### config.mk
export PLATFORM = sky130hd
export DESIGN_NAME = fetch_queue_flat
export DESIGN_NICKNAME = d
export VERILOG_FILES = /design/src/rtl/fetch_queue_if.sv /design/src/rtl/fetch_queue.sv /design/src/flat_wrapper.sv
export SDC_FILE = /design/constraint.sdc
export NUM_CORES = 1
export LEC_CHECK = 0
export BUFFER_PORTS_ARGS = -buffer_cell sky130_fd_sc_hd__buf_2
export CAP_MARGIN = 40
export CORE_ASPECT_RATIO = 0.75
export CORE_MARGIN = 3
export CORE_UTILIZATION = 55
export CTS_CLUSTER_DIAMETER = 150
export DETAILED_ROUTE_END_ITERATION = 12
export PLACE_DENSITY_LB_ADDON = 0.05
export SLEW_MARGIN = 30
export SYNTH_ARGS = -nofsm -noshare
export SYNTH_HDL_FRONTEND = slang
export SYNTH_SLANG_ARGS = --single-unit
### constraint.sdc
create_clock -name clk -period 6.3 [get_ports clk]
set_clock_uncertainty 0.1 [all_clocks]
set_input_delay 0.945 -clock clk [delete_from_list [all_inputs] [get_ports clk]]
set_output_delay 0.945 -clock clk [all_outputs]
set_load 0.05 [all_outputs]
### src/rtl/fetch_queue_if.sv
// -----------------------------------------------------------------------------
// fetch_queue_if
//   Bundle of the fetch-side push port, the decode-side pop port and the
//   status outputs of fetch_queue. Signal suffixes are from the point of view
//   of the queue (_i = into the queue, _o = out of the queue).
//
//   Modports:
//     slave  - the queue itself
//     master - the fetch/decode side (or a testbench) driving the queue
//
//   Signals:
//     flush_i        redirect; empties the queue
//     push_valid_i   slot valid bits (00, 01, 11)
//     push_instr0_i  instruction at push_pc_i
//     push_instr1_i  instruction at push_pc_i+4
//     push_pc_i      PC of slot 0
//     pop_cnt_i      entries consumed by decode this cycle (0..2)
//     ready_o        at least two free entries (fetch enable)
//     out_valid_o    head / head+1 valid (00, 01, 11)
//     out_instr0_o   head instruction
//     out_instr1_o   head+1 instruction
//     out_pc0_o      head PC
//     out_pc1_o      head+1 PC
//     count_o        occupancy
//     overflow_o     pulse after a push was dropped
// -----------------------------------------------------------------------------
interface fetch_queue_if #(
    parameter int DEPTH = 8,
    parameter int WIDTH = 32
);
    localparam int CW = $clog2(DEPTH) + 1;

    logic             flush_i;
    logic [1:0]       push_valid_i;
    logic [WIDTH-1:0] push_instr0_i;
    logic [WIDTH-1:0] push_instr1_i;
    logic [WIDTH-1:0] push_pc_i;
    logic [1:0]       pop_cnt_i;
    logic             ready_o;
    logic [1:0]       out_valid_o;
    logic [WIDTH-1:0] out_instr0_o;
    logic [WIDTH-1:0] out_instr1_o;
    logic [WIDTH-1:0] out_pc0_o;
    logic [WIDTH-1:0] out_pc1_o;
    logic [CW-1:0]    count_o;
    logic             overflow_o;

    modport slave (
        input  flush_i, push_valid_i, push_instr0_i, push_instr1_i, push_pc_i,
               pop_cnt_i,
        output ready_o, out_valid_o, out_instr0_o, out_instr1_o, out_pc0_o,
               out_pc1_o, count_o, overflow_o
    );

    modport master (
        output flush_i, push_valid_i, push_instr0_i, push_instr1_i, push_pc_i,
               pop_cnt_i,
        input  ready_o, out_valid_o, out_instr0_o, out_instr1_o, out_pc0_o,
               out_pc1_o, count_o, overflow_o
    );
endinterface

### src/rtl/fetch_queue.sv
// -----------------------------------------------------------------------------
// fetch_queue
//   Dual-slot instruction fetch queue between a two-wide fetch stage and a
//   dual-issue decoder. Circular buffer of DEPTH {instr, pc} entries with
//   head/tail pointers and a separate occupancy counter. Up to two entries are
//   pushed and up to two popped per cycle; flush empties the queue.
//
//   Ports:
//     clk  - clock
//     rst  - synchronous, active-high reset (control state only)
//     bus  - fetch_queue_if.slave: push port, pop port, status (see interface)
//
//   Optional feature:
//     FETCH_QUEUE_BYPASS_EN - when defined, an empty queue forwards the push
//     slots to the outputs in the same cycle; slots consumed by decode that
//     cycle are never written, the rest are enqueued.
// -----------------------------------------------------------------------------
module fetch_queue #(
    parameter int DEPTH = 8,
    parameter int WIDTH = 32
) (
    input logic          clk,
    input logic          rst,
    fetch_queue_if.slave bus
);
    localparam int PW = $clog2(DEPTH);
    localparam int CW = PW + 1;

    logic [WIDTH-1:0] instr_q [DEPTH];
    logic [WIDTH-1:0] pc_q    [DEPTH];

    logic [PW-1:0] head_q, head_d;
    logic [PW-1:0] tail_q, tail_d;
    logic [CW-1:0] count_q, count_d;
    logic          ovf_q, ovf_d;

    logic [CW-1:0]    push_n, pop_req, avail, pop_eff, enq_n, head_adv;
    logic             ready, bypass, skip0, wr0_en, wr1_en;
    logic [WIDTH-1:0] pc1_in, wr0_instr, wr0_pc;
    logic [PW-1:0]    head1, tail1;

    always_comb begin
        push_n  = CW'(bus.push_valid_i[0]) + CW'(bus.push_valid_i[1]);
        pop_req = CW'(bus.pop_cnt_i);
        ready   = (count_q <= CW'(DEPTH - 2));
        pc1_in  = bus.push_pc_i + WIDTH'(4);
        bypass  = 1'b0;
`ifdef FETCH_QUEUE_BYPASS_EN
        bypass  = (count_q == '0) && !bus.flush_i;
`endif
        // In bypass the decoder pops straight from the push slots.
        avail   = bypass ? push_n : count_q;
        pop_eff = (pop_req < avail) ? pop_req : avail;

        if (bus.flush_i || !ready) begin
            enq_n = '0;
        end else if (bypass) begin
            enq_n = push_n - pop_eff;
        end else begin
            enq_n = push_n;
        end
        head_adv = bypass ? '0 : pop_eff;

        // When bypass consumed slot 0, the surviving slot 1 lands at tail.
        skip0     = bypass && (pop_eff != '0);
        wr0_en    = (enq_n >= CW'(1));
        wr1_en    = (enq_n >= CW'(2));
        wr0_instr = skip0 ? bus.push_instr1_i : bus.push_instr0_i;
        wr0_pc    = skip0 ? pc1_in : bus.push_pc_i;

        count_d = count_q + enq_n - head_adv;
        tail_d  = tail_q + enq_n[PW-1:0];
        head_d  = head_q + head_adv[PW-1:0];
        ovf_d   = !ready && (push_n != '0);

        head1 = head_q + PW'(1);
        tail1 = tail_q + PW'(1);
    end

    always_ff @(posedge clk) begin
        if (rst || bus.flush_i) begin
            head_q  <= '0;
            tail_q  <= '0;
            count_q <= '0;
            ovf_q   <= 1'b0;
        end else begin
            head_q  <= head_d;
            tail_q  <= tail_d;
            count_q <= count_d;
            ovf_q   <= ovf_d;
        end
    end

    // Entry storage carries no reset; validity is tracked by count_q alone.
    always_ff @(posedge clk) begin
        if (wr0_en) begin
            instr_q[tail_q] <= wr0_instr;
            pc_q[tail_q]    <= wr0_pc;
        end
        if (wr1_en) begin
            instr_q[tail1] <= bus.push_instr1_i;
            pc_q[tail1]    <= pc1_in;
        end
    end

    always_comb begin
        bus.out_valid_o  = {count_q >= CW'(2), count_q >= CW'(1)};
        bus.out_instr0_o = instr_q[head_q];
        bus.out_instr1_o = instr_q[head1];
        bus.out_pc0_o    = pc_q[head_q];
        bus.out_pc1_o    = pc_q[head1];
        if (bypass) begin
            bus.out_valid_o  = bus.push_valid_i;
            bus.out_instr0_o = bus.push_instr0_i;
            bus.out_instr1_o = bus.push_instr1_i;
            bus.out_pc0_o    = bus.push_pc_i;
            bus.out_pc1_o    = pc1_in;
        end
    end

    assign bus.ready_o    = ready;
    assign bus.count_o    = count_q;
    assign bus.overflow_o = ovf_q;

endmodule

### src/flat_wrapper.sv
// flat-port wrapper written by rule: the top's interface ports become plain ports
module fetch_queue_flat 
#(
    parameter int DEPTH = 8,
    parameter int WIDTH = 32
)
  (clk, rst, bus_flush_i, bus_push_valid_i, bus_push_instr0_i, bus_push_instr1_i, bus_push_pc_i, bus_pop_cnt_i, bus_ready_o, bus_out_valid_o, bus_out_instr0_o, bus_out_instr1_o, bus_out_pc0_o, bus_out_pc1_o, bus_count_o, bus_overflow_o);
  fetch_queue_if #(.DEPTH(DEPTH), .WIDTH(WIDTH)) bus_i ();
  input logic clk;
  input logic rst;
  input wire logic [$bits(bus_i.flush_i)-1:0] bus_flush_i;
  input wire logic [$bits(bus_i.push_valid_i)-1:0] bus_push_valid_i;
  input wire logic [$bits(bus_i.push_instr0_i)-1:0] bus_push_instr0_i;
  input wire logic [$bits(bus_i.push_instr1_i)-1:0] bus_push_instr1_i;
  input wire logic [$bits(bus_i.push_pc_i)-1:0] bus_push_pc_i;
  input wire logic [$bits(bus_i.pop_cnt_i)-1:0] bus_pop_cnt_i;
  output wire logic [$bits(bus_i.ready_o)-1:0] bus_ready_o;
  output wire logic [$bits(bus_i.out_valid_o)-1:0] bus_out_valid_o;
  output wire logic [$bits(bus_i.out_instr0_o)-1:0] bus_out_instr0_o;
  output wire logic [$bits(bus_i.out_instr1_o)-1:0] bus_out_instr1_o;
  output wire logic [$bits(bus_i.out_pc0_o)-1:0] bus_out_pc0_o;
  output wire logic [$bits(bus_i.out_pc1_o)-1:0] bus_out_pc1_o;
  output wire logic [$bits(bus_i.count_o)-1:0] bus_count_o;
  output wire logic [$bits(bus_i.overflow_o)-1:0] bus_overflow_o;
  assign bus_i.flush_i = bus_flush_i;
  assign bus_i.push_valid_i = bus_push_valid_i;
  assign bus_i.push_instr0_i = bus_push_instr0_i;
  assign bus_i.push_instr1_i = bus_push_instr1_i;
  assign bus_i.push_pc_i = bus_push_pc_i;
  assign bus_i.pop_cnt_i = bus_pop_cnt_i;
  assign bus_ready_o = bus_i.ready_o;
  assign bus_out_valid_o = bus_i.out_valid_o;
  assign bus_out_instr0_o = bus_i.out_instr0_o;
  assign bus_out_instr1_o = bus_i.out_instr1_o;
  assign bus_out_pc0_o = bus_i.out_pc0_o;
  assign bus_out_pc1_o = bus_i.out_pc1_o;
  assign bus_count_o = bus_i.count_o;
  assign bus_overflow_o = bus_i.overflow_o;
  fetch_queue #(.DEPTH(DEPTH), .WIDTH(WIDTH)) u_core (.clk(clk), .rst(rst), .bus(bus_i));
endmodule
==> impl_metrics.tcl <==
set metrics [dict create \
    status "finished, final reports clean" \
    vias_per_cell 6.25 \
    syn_area_um2 31000 \
    timing.rr.start "u_core.tail_q[0]$_SDFF_PP0_" \
    htree_levels 2 \
    synth_edf_count 512 \
    p_switching_uw 4240 \
    setup-violations-final 0 \
    clock_latency_ps 610 \
    max_freq_mhz 213 \
    yosysWarnings 0 \
    drc 0 \
    crit_type "reg2out" \
    holdPathStages 1 \
    cp_slowest_cell "dfxtp_4" \
    avgRoutedWirePerCell_um 26.9 \
    stdcell_count 3451 \
    port_buffers 238 \
    die_y_um 212 \
    most-common-layout-cells "nand2_1 (854), edfxtp_1 (512), mux4_2 (256), buf_2 (239), nor2_1 (183)" \
    peakVddDrop_mv 0.230 \
    cts_root_buf "clkbuf_16" \
    avgSynthCellArea_um2 12.0 \
    r2r_cells 6 \
    clock_sinks 523 \
    finalCoreUtilization_pct 62.8 \
    final_max_slew_viol_count 0 \
    max_stage_delay_ps 750 \
    swShare_pct 36.2 \
    synth_top_area_cell "edfxtp_1" \
    setup.worst_path.start "u_core.head_q[1]$_SDFF_PP0_" \
    max-slew-margin-rel_pct 40.1 \
    wirelength_um 92700 \
    hold_path_end "u_core.pc_q[3][0]$_DFFE_PP_" \
    holdCritPathClass "in2reg" \
    grt_antenna_before_repair 17 \
    tightest_slew_ps 899 \
    worstPathCellList "ha_4, buf_16, buf_4, mux4_2, mux2_2, buf_2" \
    clk_pin_slew_worst_paths_ps 60 \
    placedCellCount 3341 \
    clk_path_buf_depth 3 \
    ctsHoldBuffers 0 \
    grt.total_usage_pct 31.4 \
    tns_ps 0 \
    grt_pass1_vias 21099 \
    initial_core_util_pct 56.3 \
    p_int_uw 7480 \
    cts_setup_buffers 0 \
    die_area_um2 59300 \
    grt_max_degree 153 \
    timing.final.ws_setup_ps 1610 \
    period_share_pct 74.5 \
    ys_ff_latch 523 \
    path_max_fanout 35 \
    pin_count 239 \
    netlist_instances 2581 \
    firstDrtPassIters 6 \
    power_frac_seq_pct 34.8 \
    crit_required_ps 5250 \
    yosysSeqAreaShare_pct 50.3 \
    core_area_um2 55100 \
    grt_pass1_wl_um 137000 \
    leakage_uw 0.0126 \
    critical_path_arrival_ps 3650 \
    final_common_cell "nand2_1" \
    vias 21572 \
    finalCriticalPeriod_ps 4690 \
    hold_start "bus_push_pc_i[0]" \
    finalHoldViolations 0 \
    grt_overflow 0 \
    cts-buffers-inserted 55 \
    drive_above_1_share_pct 29.0 \
    r2r_slack_ps 2530 \
    num-nets-final 2802 \
    pwr-share-clk_pct 28.6 \
    rsz0062_at_grt "false" \
    crit_path_end_kind "output pin" \
    cts_resized 0 \
    ant_nets 0 \
    pwr-share-comb_pct 36.6 \
    synthToLayoutAreaGrowth_pct 11.5 \
    drt_iter0_markers 2812 \
    power_density_nw_per_um2 339 \
    num_rows 74 \
    detailed_place_hpwl_um 53700 \
    totalPowerFinal_uw 11700 \
    worst_r2r_endpoint "u_core.pc_q[7][7]$_DFFE_PP_" \
    synth_nets 2703 \
    place.gp.congestion 0.792 \
    drv_cap 0 \
    async_flop_share_pct 0 \
    synth_area_leaders "edfxtp_1 (50%), mux4_2 (19%), nand2_1 (10%)" \
    critPathLaunchType "register" \
    post-place-ws_ps 2220 \
    cts_tree "yes" \
    yosysUniqueCellTypes 40 \
    dieWidth_um 280 \
    synth_top_area_share_pct 49.6 \
    yosys_most_used_dff "edfxtp_1" \
]
## power groups by stage
stage                     registers [uW]  logic, uW  clock network, uW
after floorplan                     4120       3360                  0
final                               4080       4290               3360
after global routing                4090       4520               3530
after global placement              4140       4210                  0
after detailed placement            4150       4270                  0
after CTS                           4080       4280               3390
## cells in the mapped netlist (2+ instances only)
library cell and count:
and4_1 3, nor3_1 13, xnor2_1 66, nand4_1 18, nor4_2 2, and2_1 9, or3_1 2, nor2_1 183
clkbuf_1 89, or2_2 2, nor4_1 9, dfxtp_1 11, nand3_1 13, nor2b_1 4, xor2_1 173, clkbuf_2 13
and3_1 5, a21oi_1 3, inv_1 13, buf_2 96, nand2b_1 5, buf_4 33, buf_1 25, edfxtp_1 512
nand2_1 854, mux2_2 130, mux4_2 256, ha_1 15, fa_1 4, o31ai_1 2, o21ai_0 9
## how the worst max path moves through the flow
stage	to	cells after the start
floorplan	u_core.instr_q[3][0]$_DFFE_PP_	7
global placement	bus_out_pc1_o[29]	5
detailed placement	bus_out_pc1_o[29]	6
CTS	bus_out_pc1_o[29]	6
global route	bus_out_pc1_o[29]	6
finish	bus_out_pc1_o[29]	6
## cells by family after synthesis
| group | share of synthesized area (%) |
|---|---|
| and+or+nand+nor | 14.4 |
| DFF | 50.3 |
| muxes | 23.3 |
| buffers and inverters | 4.12 |
| xor gates and xnor gates | 6.75 |
| adders and majority gates | 0.863 |
| AOI/OAI and AO/OA | 0.290 |
## state kept, by name, indices dropped and copies added (netlist names)
register / cells
u_core.bus.count_o: 4
u_core.bus.overflow_o: 1
u_core.head_q: 3
u_core.instr_q: 256
u_core.pc_q: 256
u_core.tail_q: 3
## cell type report
class,count,area [um^2]
Fill cell,4192,20500
Sequential cell,523,15600
Multi-Input combinational cell,1787,14300
Timing Repair Buffer,298,1860
Clock buffer,68,1450
Tap cell,722,903
Clock inverter,33,369
Inverter,15,56.3
Antenna cell,5,12.5
## worst max-delay path, delay by kind of cell, from the launching register on
kind       cells  cell delay [ps]
fa+ha+maj      1              430
mux            2              890
buf+inv        3              920
flops          1              750
## routing by layer
layer  GRT usage [%]  vias to the layer above  part of all wire (%)
met5               0                        -                  0.18
met4            8.57                       20                   2.6
met3            5.72                      193                    10
met2            49.6                     1314                    47
met1            45.5                    10732                    40
li1                -                     9313                     -
## stage by stage
| stage | hold WS [ps] | area, um^2 |
|---|---|---|
| 6_report | 493 | 34600 |
| 3_3_place_gp | 474 | 32500 |
| 2_1_floorplan | 471 | 31000 |
| 5_1_grt | 491 | 34600 |
| 4_1_cts | 476 | 34500 |
| 3_5_place_dp | 498 | 32700 |
Note: power is estimated with default switching activity, not from simulation.
